## src/rtl/imem_boot_ctrl.sv

```systemverilog
// Purpose     : boot loader that streams a program (big-endian byte pairs) into a
//               256x16 instruction memory, then releases the CPU and hands it the memory port.
// Latency     : one WRITE cycle after every second byte. CPU fetch is combinational in RUN.
// Backpressure: ld_ready is high only in LOAD_HI/LOAD_LO. ld_valid stalls of any length are tolerated.
// Ports       : clk/rst (async active-high); ld_* loader stream; cpu_* fetch port + core hold;
//               mem_* instruction memory port (combinational read); busy/done/err/wcount status.
// Option      : IMEM_BOOT_CSUM_EN -- the word carrying ld_last is a 16-bit modulo checksum of the
//               written words and is compared, not written.
module imem_boot_ctrl #(
    parameter logic [7:0] START_ADDR = 8'h00
) (
    input  logic        clk,
    input  logic        rst,
    input  logic        ld_start,
    input  logic [7:0]  ld_byte,
    input  logic        ld_valid,
    output logic        ld_ready,
    input  logic        ld_last,
    input  logic [7:0]  cpu_addr,
    input  logic        cpu_req,
    output logic        cpu_gnt,
    output logic [15:0] cpu_data,
    output logic        cpu_rst,
    output logic [7:0]  mem_addr,
    output logic        mem_we,
    output logic [15:0] mem_wdata,
    input  logic [15:0] mem_rdata,
    output logic        busy,
    output logic        done,
    output logic        err,
    output logic [8:0]  wcount
);

    typedef enum logic [2:0] {
        IDLE    = 3'd0,
        LOAD_HI = 3'd1,
        LOAD_LO = 3'd2,
        WRITE   = 3'd3,
        RUN     = 3'd4
    } state_t;

    state_t      state;
    logic [7:0]  wptr;
    logic [15:0] word;
    logic        last_q;

    // Memory holds 256 words, so wcount bit 8 set means the memory is already full.
    logic wr_full;
    assign wr_full = wcount[8];

    logic is_csum;   // WRITE cycle is carrying the checksum word
    logic csum_ok;

`ifdef IMEM_BOOT_CSUM_EN
    logic [15:0] sum;

    assign is_csum = last_q;
    assign csum_ok = (sum == word);

    // Running modulo-2^16 sum of the words actually written in this load.
    always_ff @(posedge clk or posedge rst) begin
        if (rst) begin
            sum <= 16'h0000;
        end else if (ld_start) begin
            sum <= 16'h0000;
        end else if (mem_we) begin
            sum <= sum + word;
        end
    end
`else
    assign is_csum = 1'b0;
    assign csum_ok = 1'b1;
`endif

    // Decoded from the state register, so an asynchronous reset removes
    // mem_we in the same cycle it is asserted.
    assign mem_we    = (state == WRITE) && !is_csum && !wr_full;
    assign mem_addr  = (state == RUN) ? cpu_addr : wptr;
    assign mem_wdata = word;
    assign ld_ready  = (state == LOAD_HI) || (state == LOAD_LO);
    assign busy      = (state == LOAD_HI) || (state == LOAD_LO) || (state == WRITE);
    assign cpu_rst   = (state != RUN);
    assign cpu_gnt   = (state == RUN) && cpu_req;
    assign cpu_data  = (state == RUN) ? mem_rdata : 16'h0000;

    always_ff @(posedge clk or posedge rst) begin
        if (rst) begin
            state  <= IDLE;
            wptr   <= START_ADDR;
            word   <= 16'h0000;
            last_q <= 1'b0;
            done   <= 1'b0;
            err    <= 1'b0;
            wcount <= 9'd0;
        end else if (ld_start) begin
            // Restart from any state. A WRITE in progress still strobes mem_we
            // this cycle; only its bookkeeping is discarded.
            state  <= LOAD_HI;
            wptr   <= START_ADDR;
            last_q <= 1'b0;
            done   <= 1'b0;
            err    <= 1'b0;
            wcount <= 9'd0;
        end else begin
            case (state)
                IDLE: begin
                    state <= IDLE;
                end
                LOAD_HI: begin
                    if (ld_valid) begin
                        word[15:8] <= ld_byte;
                        if (ld_last) begin
                            // Odd byte count: nothing to write for the dangling byte.
                            err   <= 1'b1;
                            state <= IDLE;
                        end else begin
                            state <= LOAD_LO;
                        end
                    end
                end
                LOAD_LO: begin
                    if (ld_valid) begin
                        word[7:0] <= ld_byte;
                        last_q    <= ld_last;
                        state     <= WRITE;
                    end
                end
                WRITE: begin
                    if (is_csum) begin
                        if (csum_ok) begin
                            done  <= 1'b1;
                            state <= RUN;
                        end else begin
                            err   <= 1'b1;
                            state <= IDLE;
                        end
                    end else if (wr_full) begin
                        // 257th word: suppressed by mem_we above.
                        err   <= 1'b1;
                        state <= IDLE;
                    end else begin
                        wptr   <= wptr + 8'd1;
                        wcount <= wcount + 9'd1;
                        if (last_q) begin
                            done  <= 1'b1;
                            state <= RUN;
                        end else begin
                            state <= LOAD_HI;
                        end
                    end
                end
                RUN: begin
                    state <= RUN;
                end
                default: begin
                    state <= IDLE;
                end
            endcase
        end
    end

endmodule

```

## config.mk

```make
export PLATFORM = sky130hd
export DESIGN_NAME = imem_boot_ctrl
export DESIGN_NICKNAME = d
export VERILOG_FILES = /design/src/rtl/imem_boot_ctrl.sv
export SDC_FILE = /design/constraint.sdc
export NUM_CORES = 1
export LEC_CHECK = 0
export BUFFER_PORTS_ARGS = -buffer_cell sky130_fd_sc_hd__buf_2
export CAP_MARGIN = 30
export CORE_ASPECT_RATIO = 0.7
export CORE_UTILIZATION = 45
export CTS_BUF_LIST = sky130_fd_sc_hd__clkbuf_16
export DETAILED_ROUTE_END_ITERATION = 6
export PLACE_DENSITY = 0.78
export SETUP_SLACK_MARGIN = 0.3
export SYNTH_ARGS = -nofsm -noshare
export SYNTH_HDL_FRONTEND = slang
export SYNTH_SLANG_ARGS = --single-unit
```

## constraint.sdc

```tcl
create_clock -name clk -period 2.3 [get_ports clk]
set_input_delay 0.46 -clock clk [delete_from_list [all_inputs] [get_ports clk]]
set_output_delay 0.46 -clock clk [all_outputs]
set_load 0.03 [all_outputs]
```

Yosys cells after proc, flatten, opt, wreduce, memory -nomap -nowiden
Cells that the tools add are included.
{"block": "classes", "magnitude_cmp": 0, "n_bitwise": 1, "n_shift": 0, "eq_ne": 10, "div": 0, "mux": 27, "mul": 0, "reduce_logical": 17, "add_sub_neg": 2}
{"cell": "two-way mux 8 bit", "count": 4}
{"cell": "two-way mux 9 bit", "count": 3}
{"cell": "two-way mux 16 bit", "count": 1}
{"cell": "two-way mux 3 bit", "count": 5}
{"cell": "!= test 3 bit, second input constant", "count": 5}
{"cell": "one-hot mux 3 bit (4 select lines)", "count": 1}
{"cell": "two-way mux 1 bit", "count": 11}
{"cell": "adder 9 x 1 -> 9 bit, second input constant", "count": 1}
{"cell": "AND reduction 3 bit", "count": 3}
{"cell": "adder 8 x 1 -> 8 bit, second input constant", "count": 1}
{"cell": "nonzero test 2 bit", "count": 4}
{"cell": "equality test 3 x 2 -> 1 bit, second input constant", "count": 2}
{"cell": "AND reduction 2 bit", "count": 3}
{"cell": "AND reduction 4 bit", "count": 1}
{"cell": "equality test 3 x 1 -> 1 bit, second input constant", "count": 1}
{"cell": "equality test 3 bit, second input constant", "count": 1}
{"cell": "nonzero test 3 bit", "count": 1}
{"cell": "logical AND 1 bit", "count": 2}
{"cell": "logical OR 1 bit", "count": 2}
{"cell": "two-way mux 2 bit", "count": 1}
{"cell": "!= test 2 bit, second input constant", "count": 1}
{"cell": "one-hot mux 1 bit (2 select lines)", "count": 1}
{"cell": "logical NOT 1 bit", "count": 1}
{"cell": "inverter 1 bit", "count": 1}
{"block": "word_totals", "in_bits": 38, "register_bits": 39, "latchBits": 0, "mem_bits_rw": 0, "wordCells": 66, "rom_bits": 0, "mem_count": 0}

Logic depth before layout (Yosys ltp)
Gate-level depths: netlist (run 1).
{"block": "logic_depth", "ltp_word": 4, "depth_mapped": 6}

Worst setup path before layout (run 1)
Ideal clock, no wire load.
{"block": "synth_timing", "path_kind": "register -> output", "start": "reg state[1]", "end": "out mem_addr[4]", "stages_incl_launch_ff": 5, "path_slack_ns": 0.323, "t_required_ns": 1.840, "arrival_time_ns": 1.517, "cell_sequence": "dfrtp_1 -> buf_2 -> nor3b_2 -> clkbuf_1 -> o21ai_0"}
{"block": "synth_via", "elab_chain_cells": 2}
{"item": "start, declared", "line_no": "42", "text": "state_t state;"}
{"item": "start signal, assigned", "line_no": "88", "text": "state <= IDLE;"}
{"item": "start signal, assigned", "line_no": "98", "text": "state <= LOAD_HI;"}
{"item": "start signal, assigned", "line_no": "107", "text": "state <= IDLE;"}
{"item": "equality test 3 bit", "line_no": "78", "text": "assign mem_addr = (state == RUN) ? cpu_addr : wptr;"}
{"item": "two-way mux 8 bit", "line_no": "78"}
{"item": "end, declared", "line_no": "24", "text": "output logic [7:0] mem_addr,"}
No other way between the ends.

Worst setup path after layout (run 1)
{"block": "layout_timing", "start": "reg state[1]", "end": "out cpu_data[7]"}
{"block": "layout_via", "elab_chain_cells": 2}
{"item": "equality test 3 bit", "line_no": "84", "text": "assign cpu_data = (state == RUN) ? mem_rdata : 16'h0000;"}
{"item": "two-way mux 16 bit", "line_no": "84"}
{"item": "end, declared", "line_no": "22", "text": "output logic [15:0] cpu_data,"}
No other way between the ends.

==> flow_summary.ini, run 1 <==
[outcome]
status = completed

[critical_path]
cp.required_ns = 1.84
crit_path_end_kind = output pin
path_max_fanout = 6
reg2reg_to = mem_wdata[6]
critPathArrivalTime_ns = 1.61
critPathLaunchType = flop
crit_type = reg -> out
r2r_slack_ns = 0.40
r2r-start = state[2]
crit_slowest_cell = dfrtp_1
cpPeakStageDelay_ns = 0.41
reg2reg_depth = 5
crit_chain = nor3b_4 -> buf_4 -> buf_8 -> and2_1 -> clkbuf_4

[die]
die_area_sq_um = 4916
initial_core_util_pct = 47.36
num_io_pins = 94
rows = 20
coreArea_sq_um = 4404
die_h_um = 58.96
dieWidth_um = 83.37

[pwr]
p_per_area_nw_per_um2 = 599.0
swShare_pct = 28.99
leakagePower_uw = 0.001520
clkPwrFrac_pct = 35.4
pwr-share-seq_pct = 42.9
pwr-share-comb_pct = 21.7
p_int_uw = 1296
p_sw_uw = 529.2
p_total_uw = 1826
vdd_drop_max_v = 0.0005775

[logic_synthesis]
synth.distinct_cells = 39
synth_area_sq_um = 2086
synth_edf_count = 0
synthTopCellsByArea = dfrtp_1 47%, mux2_2 8.6%, mux2_4 5.8%, and2_1 5.4%, a21oi_1 4.1%
synth_nets = 235
synthesis.area_per_instance_sq_um = 10.70
ys_seq_area_share_pct = 46.79
yosysTopAreaCell = dfrtp_1
yosys_warnings = 0
ys.flop_type = dfrtp_1
yosys_register_bits = 39
yosys-top-cells-count = 39 x dfrtp_1, 18 x and2_1, 17 x a21oi_1, 16 x mux2_2, 11 x nand2_1
yosysMostFrequentCell = dfrtp_1
async_flop_share_pct = 100.0
syn_inst = 195
synth_top_area_share_pct = 46.79

[clock_tree]
insertion_delay_ns = 0.28
cts-root-buf = clkbuf_16
numCtsBuffers = 5
h-tree-depth = 2
clk_path_buf_depth = 2
cts_tree = built
path_clk_slew_ns = 0.06
cts_sinks = 39

[detailed_routing]
drc_errors = 0
vias = 1904
wirelength_mm = 5.790
drtAntennaViolNets = 0
wl_per_cell_um = 16.31
drt_iter0_drc = 140
viasPerCell = 5.363
firstDrtPassIters = 4

[timing]
slew-limit-headroom_pct = 67.27
min_period_ns = 2.065
tightest_slew_ns = 0.4909
fin_crit_sh_pct = 89.79
finalClockSkew_ns = 0.004735
slew_viol_final = 0
hold_violations = 0
setup_viol = 0
rsz0062_at_grt = true
finalWorstSetupSlack_ns = 0.2348
max_freq_mhz = 484.2
setup_tns_ns = 0

[flow_run]
cap_violations = 0

[cells_and_area]
syn2layout_area_growth_pct = 46.13
num-fill-cells = 313
finalNonFillerCells = 355
nNetsFinal = 339
n_antenna_cell = 0
drive_gt1_share_pct = 52.67

[placed_design]
globalplace.congestion = 0.7434
port_buffers = 93
pre_cts_slack_ns = 0.3648
hpwl_mm = 3.458
dp_cells = 338

[hold_path]
worstHoldPathType = in -> async

[global_routing]
grt_usage_pct = 21.61
antenna_found_initial = 0
grt_pass1_wl_mm = 8.155
grt_pass1_vias = 1657
gr-total-overflow = 0
grt_max_degree = 40
-- critical path: cells and delay by family, from the launching register on --
kind	cells	cell delay, ns
flops	1	0.41
buf+inv	3	0.50
simple gates	2	0.42
-- kinds of logic (layout without fill, tap and decap cells) --
family | count (synthesis) | count (layout) | synth area share, %
compound gates | 33 | 33 | 9.119
xor+xnor | 2 | 2 | 0.8400
fa+ha+maj | 2 | 2 | 1.200
buf+inv | 20 | 124 | 4.979
flops | 39 | 39 | 46.79
mux | 25 | 25 | 14.88
simple gates | 74 | 75 | 22.19
-- routing by layer --
layer	vias up	wire length (um)	global-route usage, %	share of wire [%]
li1	902	-	-	-
met1	930	2483	30.80	43
met2	62	2905	34.78	50
met3	10	308	3.506	5.3
met4	0	93	5.911	1.6
met5	-	0	0	0
-- area by class of cell --
| type | count | area (sq um) | area share [%] |
|---|---|---|---|
| clock buffers | 5 | 125.1 | 4.105 |
| repair buffers | 108 | 748.2 | 24.55 |
| flip-flops and latches | 39 | 977.2 | 32.06 |
| inverters | 8 | 30.03 | 0.9852 |
| multi-input cells | 137 | 1086 | 35.63 |
| well taps | 55 | 68.82 | 2.258 |
| clock inverters | 3 | 12.51 | 0.4105 |
-- registers in the layout, indices dropped and copies added (netlist names) --
| signal | flops |
|---|---|
| err | 1 |
| wptr | 8 |
| state | 3 |
| done | 1 |
| wcount | 9 |
| last_q | 1 |
| mem_wdata | 16 |
-- power by group through the flow --
| stage | sequential, uW | combinational, uW | clock, uW |
|---|---|---|---|
| global route | 791 | 419 | 680 |
| CTS | 785 | 391 | 653 |
| floorplan | 910 | 145 | 0 |
| finish | 784 | 396 | 646 |
| global placement | 789 | 379 | 0 |
| detailed placement | 795 | 387 | 0 |
-- through the flow --
stage | instance area (sq um) | util, % | hold slack, ns
2_1_floorplan | 2086 | - | 0.5187
3_3_place_gp | 2599 | 59.01 | 0.4715
3_5_place_dp | 2599 | 59.01 | 0.4827
4_1_cts | 2859 | 64.91 | 0.3102
5_1_grt | 3048 | 69.20 | 0.3461
6_report | 3048 | 69.20 | 0.2959
-- how the worst max path moves through the flow --
| stage | startpoint | endpoint | slack [ns] | cells past startpoint |
|---|---|---|---|---|
| 4_1_cts | state[0] | mem_addr[5] | 0.26 | 4 |
| 5_1_grt | state[1] | cpu_data[15] | 0.18 | 5 |
| 2_1_floorplan | state[1] | mem_addr[4] | 0.32 | 4 |
| 3_3_place_gp | state[2] | mem_addr[1] | 0.41 | 4 |
| 3_5_place_dp | state[2] | mem_addr[5] | 0.36 | 4 |
| 6_report | state[1] | cpu_data[7] | 0.23 | 5 |
-- layout by cell type (no fill, tap or decap), types with 6 or more instances in the layout --
cell        n
a21oi_1    16
and2_1      9
and2_4      9
buf_2      68
buf_4      12
buf_6      22
clkbuf_16   6
dfrtp_1    38
inv_1       9
mux2_2     10
mux2_4     14
nand2_1     9
nor2_1      9
-- repair_timing --
action                     4_1_cts  5_1_grt
pin swaps                        1        7
cloned                           2        2
hold buffers                     0        0
gates resized for setup         28       57
buffers inserted                 3        2
setup endpoints to repair       25       26
(Power assumes the default switching activity.)
==> run 2, diff against run 1 <==
--- a/config.mk
+++ b/config.mk
@@ -5,13 +5,13 @@
 export SDC_FILE = /design/constraint.sdc
 export NUM_CORES = 1
 export LEC_CHECK = 0
-export BUFFER_PORTS_ARGS = -buffer_cell sky130_fd_sc_hd__buf_2
 export CAP_MARGIN = 30
 export CORE_ASPECT_RATIO = 0.7
 export CORE_UTILIZATION = 45
 export CTS_BUF_LIST = sky130_fd_sc_hd__clkbuf_16
 export DETAILED_ROUTE_END_ITERATION = 6
-export PLACE_DENSITY = 0.78
+export DONT_BUFFER_PORTS = 1
+export PLACE_DENSITY = 0.61
 export SETUP_SLACK_MARGIN = 0.3
 export SYNTH_ARGS = -nofsm -noshare
 export SYNTH_HDL_FRONTEND = slang
==> constraint.sdc (replaced) <==
create_clock -name clk -period 2.3 [get_ports clk]
set_input_delay 0.115 -clock clk [delete_from_list [all_inputs] [get_ports clk]]
set_output_delay 0.115 -clock clk [all_outputs]
set_load 0.03 [all_outputs]
==> run 2 against run 1 <==
Cell count down 26%. Clock-buffer cell count unchanged. Setup slack improved by 0.18 ns. Via count decreased by 21%. Non-clock buffer count is 91 lower. Critical path depth down 2. Clock power is 18% higher. Combinational power is 58% lower. Critical path type unchanged.
==> flow_summary.ini, run 2 (synthesis results as in run 1) <==
[outcome]
status = completed

[die]
rows = 20
dieWidth_um = 83.37
coreArea_sq_um = 4404
num_io_pins = 94
die_h_um = 58.96
initial_core_util_pct = 47.36
die_area_sq_um = 4916

[critical_path]
cp.required_ns = 2.18
r2r-start = state[0]
critPathArrivalTime_ns = 1.77
path_max_fanout = 29
critPathLaunchType = flop
crit_type = reg -> out
reg2reg_depth = 3
crit_path_end_kind = output pin
critPathLaunch = state[1]

[timing]
finalClockSkew_ns = 0.003193
tightest_slew_ns = 0.6721
min_period_ns = 1.883
slew-limit-headroom_pct = 55.34
setup_tns_ns = 0
slew_viol_final = 0
max_freq_mhz = 531.0
fin_hold_ws_ns = 0.003717
rsz0062_at_grt = false
fin_crit_sh_pct = 81.88
setup_viol = 0
hold_violations = 0

[clock_tree]
path_clk_slew_ns = 0.05
cts_setup_buffers = 0
clk_path_buf_depth = 2
cts_sinks = 39
cts_tree = built
numCtsBuffers = 5
cts_resized = 0
cts-root-buf = clkbuf_16
h-tree-depth = 2
insertion_delay_ns = 0.28

[pwr]
leakagePower_uw = 0.001043
p_sw_uw = 499.0
swShare_pct = 27.05
pwr-share-seq_pct = 49.7
pwr-share-comb_pct = 9.0
p_int_uw = 1345
p_per_area_nw_per_um2 = 769.8
vdd_drop_max_v = 0.0005820
p_total_uw = 1844
clkPwrFrac_pct = 41.2

[detailed_routing]
top_layer_used = met4
viasPerCell = 5.767
drt_iter0_drc = 70
drtAntennaViolNets = 0
wirelength_mm = 4.301
wl_per_cell_um = 16.42
vias = 1511
routed-wl-met2_mm = 2.012
routed-wl-met3_um = 301
firstDrtPassIters = 4
drc_errors = 0
met1_length_mm = 1.929

[cells_and_area]
largest_reg_flops = 16
nNetsFinal = 247
syn2layout_area_growth_pct = 14.88
drive_gt1_share_pct = 20.77
n_antenna_cell = 0
num-fill-cells = 380
final_cell_mix = 39 x dfrtp_1, 18 x and2_1, 17 x a21oi_1
finalNonFillerCells = 262
finalInstanceArea_sq_um = 2396
final_common_cell = dfrtp_1

[placed_design]
placed_area_sq_um = 2133
dp_cells = 245
hpwl_mm = 2.980
globalplace.congestion = 0.7845
port_buffers = 0

[global_routing]
grt_usage_pct = 18.60
grt_max_degree = 40
grt_pass1_wl_mm = 6.989
grt_pass1_vias = 1392
gr-total-overflow = 0
antenna_found_initial = 0

[hold_path]
worstHoldPathType = in -> reg
hold_depth = 2
hp-start = ld_last

[flow_run]
cap_violations = 0
[run 2: changes by cell type in the layout (fill, tap and decap cells not counted), sizes merged]
cell	delta
clkbuf	-5
inv	-2
clkinv	-1
buf	-96
dlygate4sd3	+10
bufinv	+1
clkinvlp	+1
nand4bb	-1
[run 2: power by group through the flow]
| stage | logic (uW) | registers, uW | clock network, uW |
|---|---|---|---|
| 2_1_floorplan | 145 | 910 | 0 |
| 3_5_place_dp | 147 | 931 | 0 |
| 5_1_grt | 182 | 925 | 811 |
| 4_1_cts | 168 | 918 | 781 |
| 3_3_place_gp | 142 | 928 | 0 |
| 6_report | 166 | 918 | 761 |
[run 2: layout make-up]
class	count	area (sq um)	area share [%]
multi-input cells	136	1006	41.98
flip-flops and latches	39	975.9	40.73
repair buffers	17	152.6	6.371
clock buffers	5	125.1	5.222
well taps	55	68.82	2.872
clock inverters	2	37.54	1.567
inverters	8	30.03	1.253
[run 2: timing repair]
item,in CTS,in global routing
hold endpoints to repair,73,0
hold buffers,10,0
setup endpoints to repair,0,0
[run 2: layer usage]
layer,GRT usage [%],vias to the layer above
li1,-,707
met1,23.78,730
met2,29.98,67
met3,6.732,7
met4,5.911,0
met5,0,-
[run 2: path summary, 6_finish.rpt]
check,end,slack (ns)
setup / recovery,mem_addr[0],0.42
max in group asynchronous,wptr[5],1.57
hold reg to reg,wptr[6],0.55
hold / removal,last_q,0.004
min in group asynchronous,mem_wdata[9],0.39
setup reg to reg,wptr[7],0.51
[run 2: critical path, stage by stage (launching register included)]
cell and delay [ns]:
dfrtp_1 0.51, nor3b_2 0.23, buf_4 0.28, mux2_2 0.45
[run 2: per-stage QoR]
stage                     util (%)  worst slack [ns]
after global routing         54.40            0.3279
final                        54.40            0.4168
after CTS                    54.40            0.3980
after global placement       48.44            0.5758
after detailed placement     48.44            0.5254
after floorplan                  -            0.5952
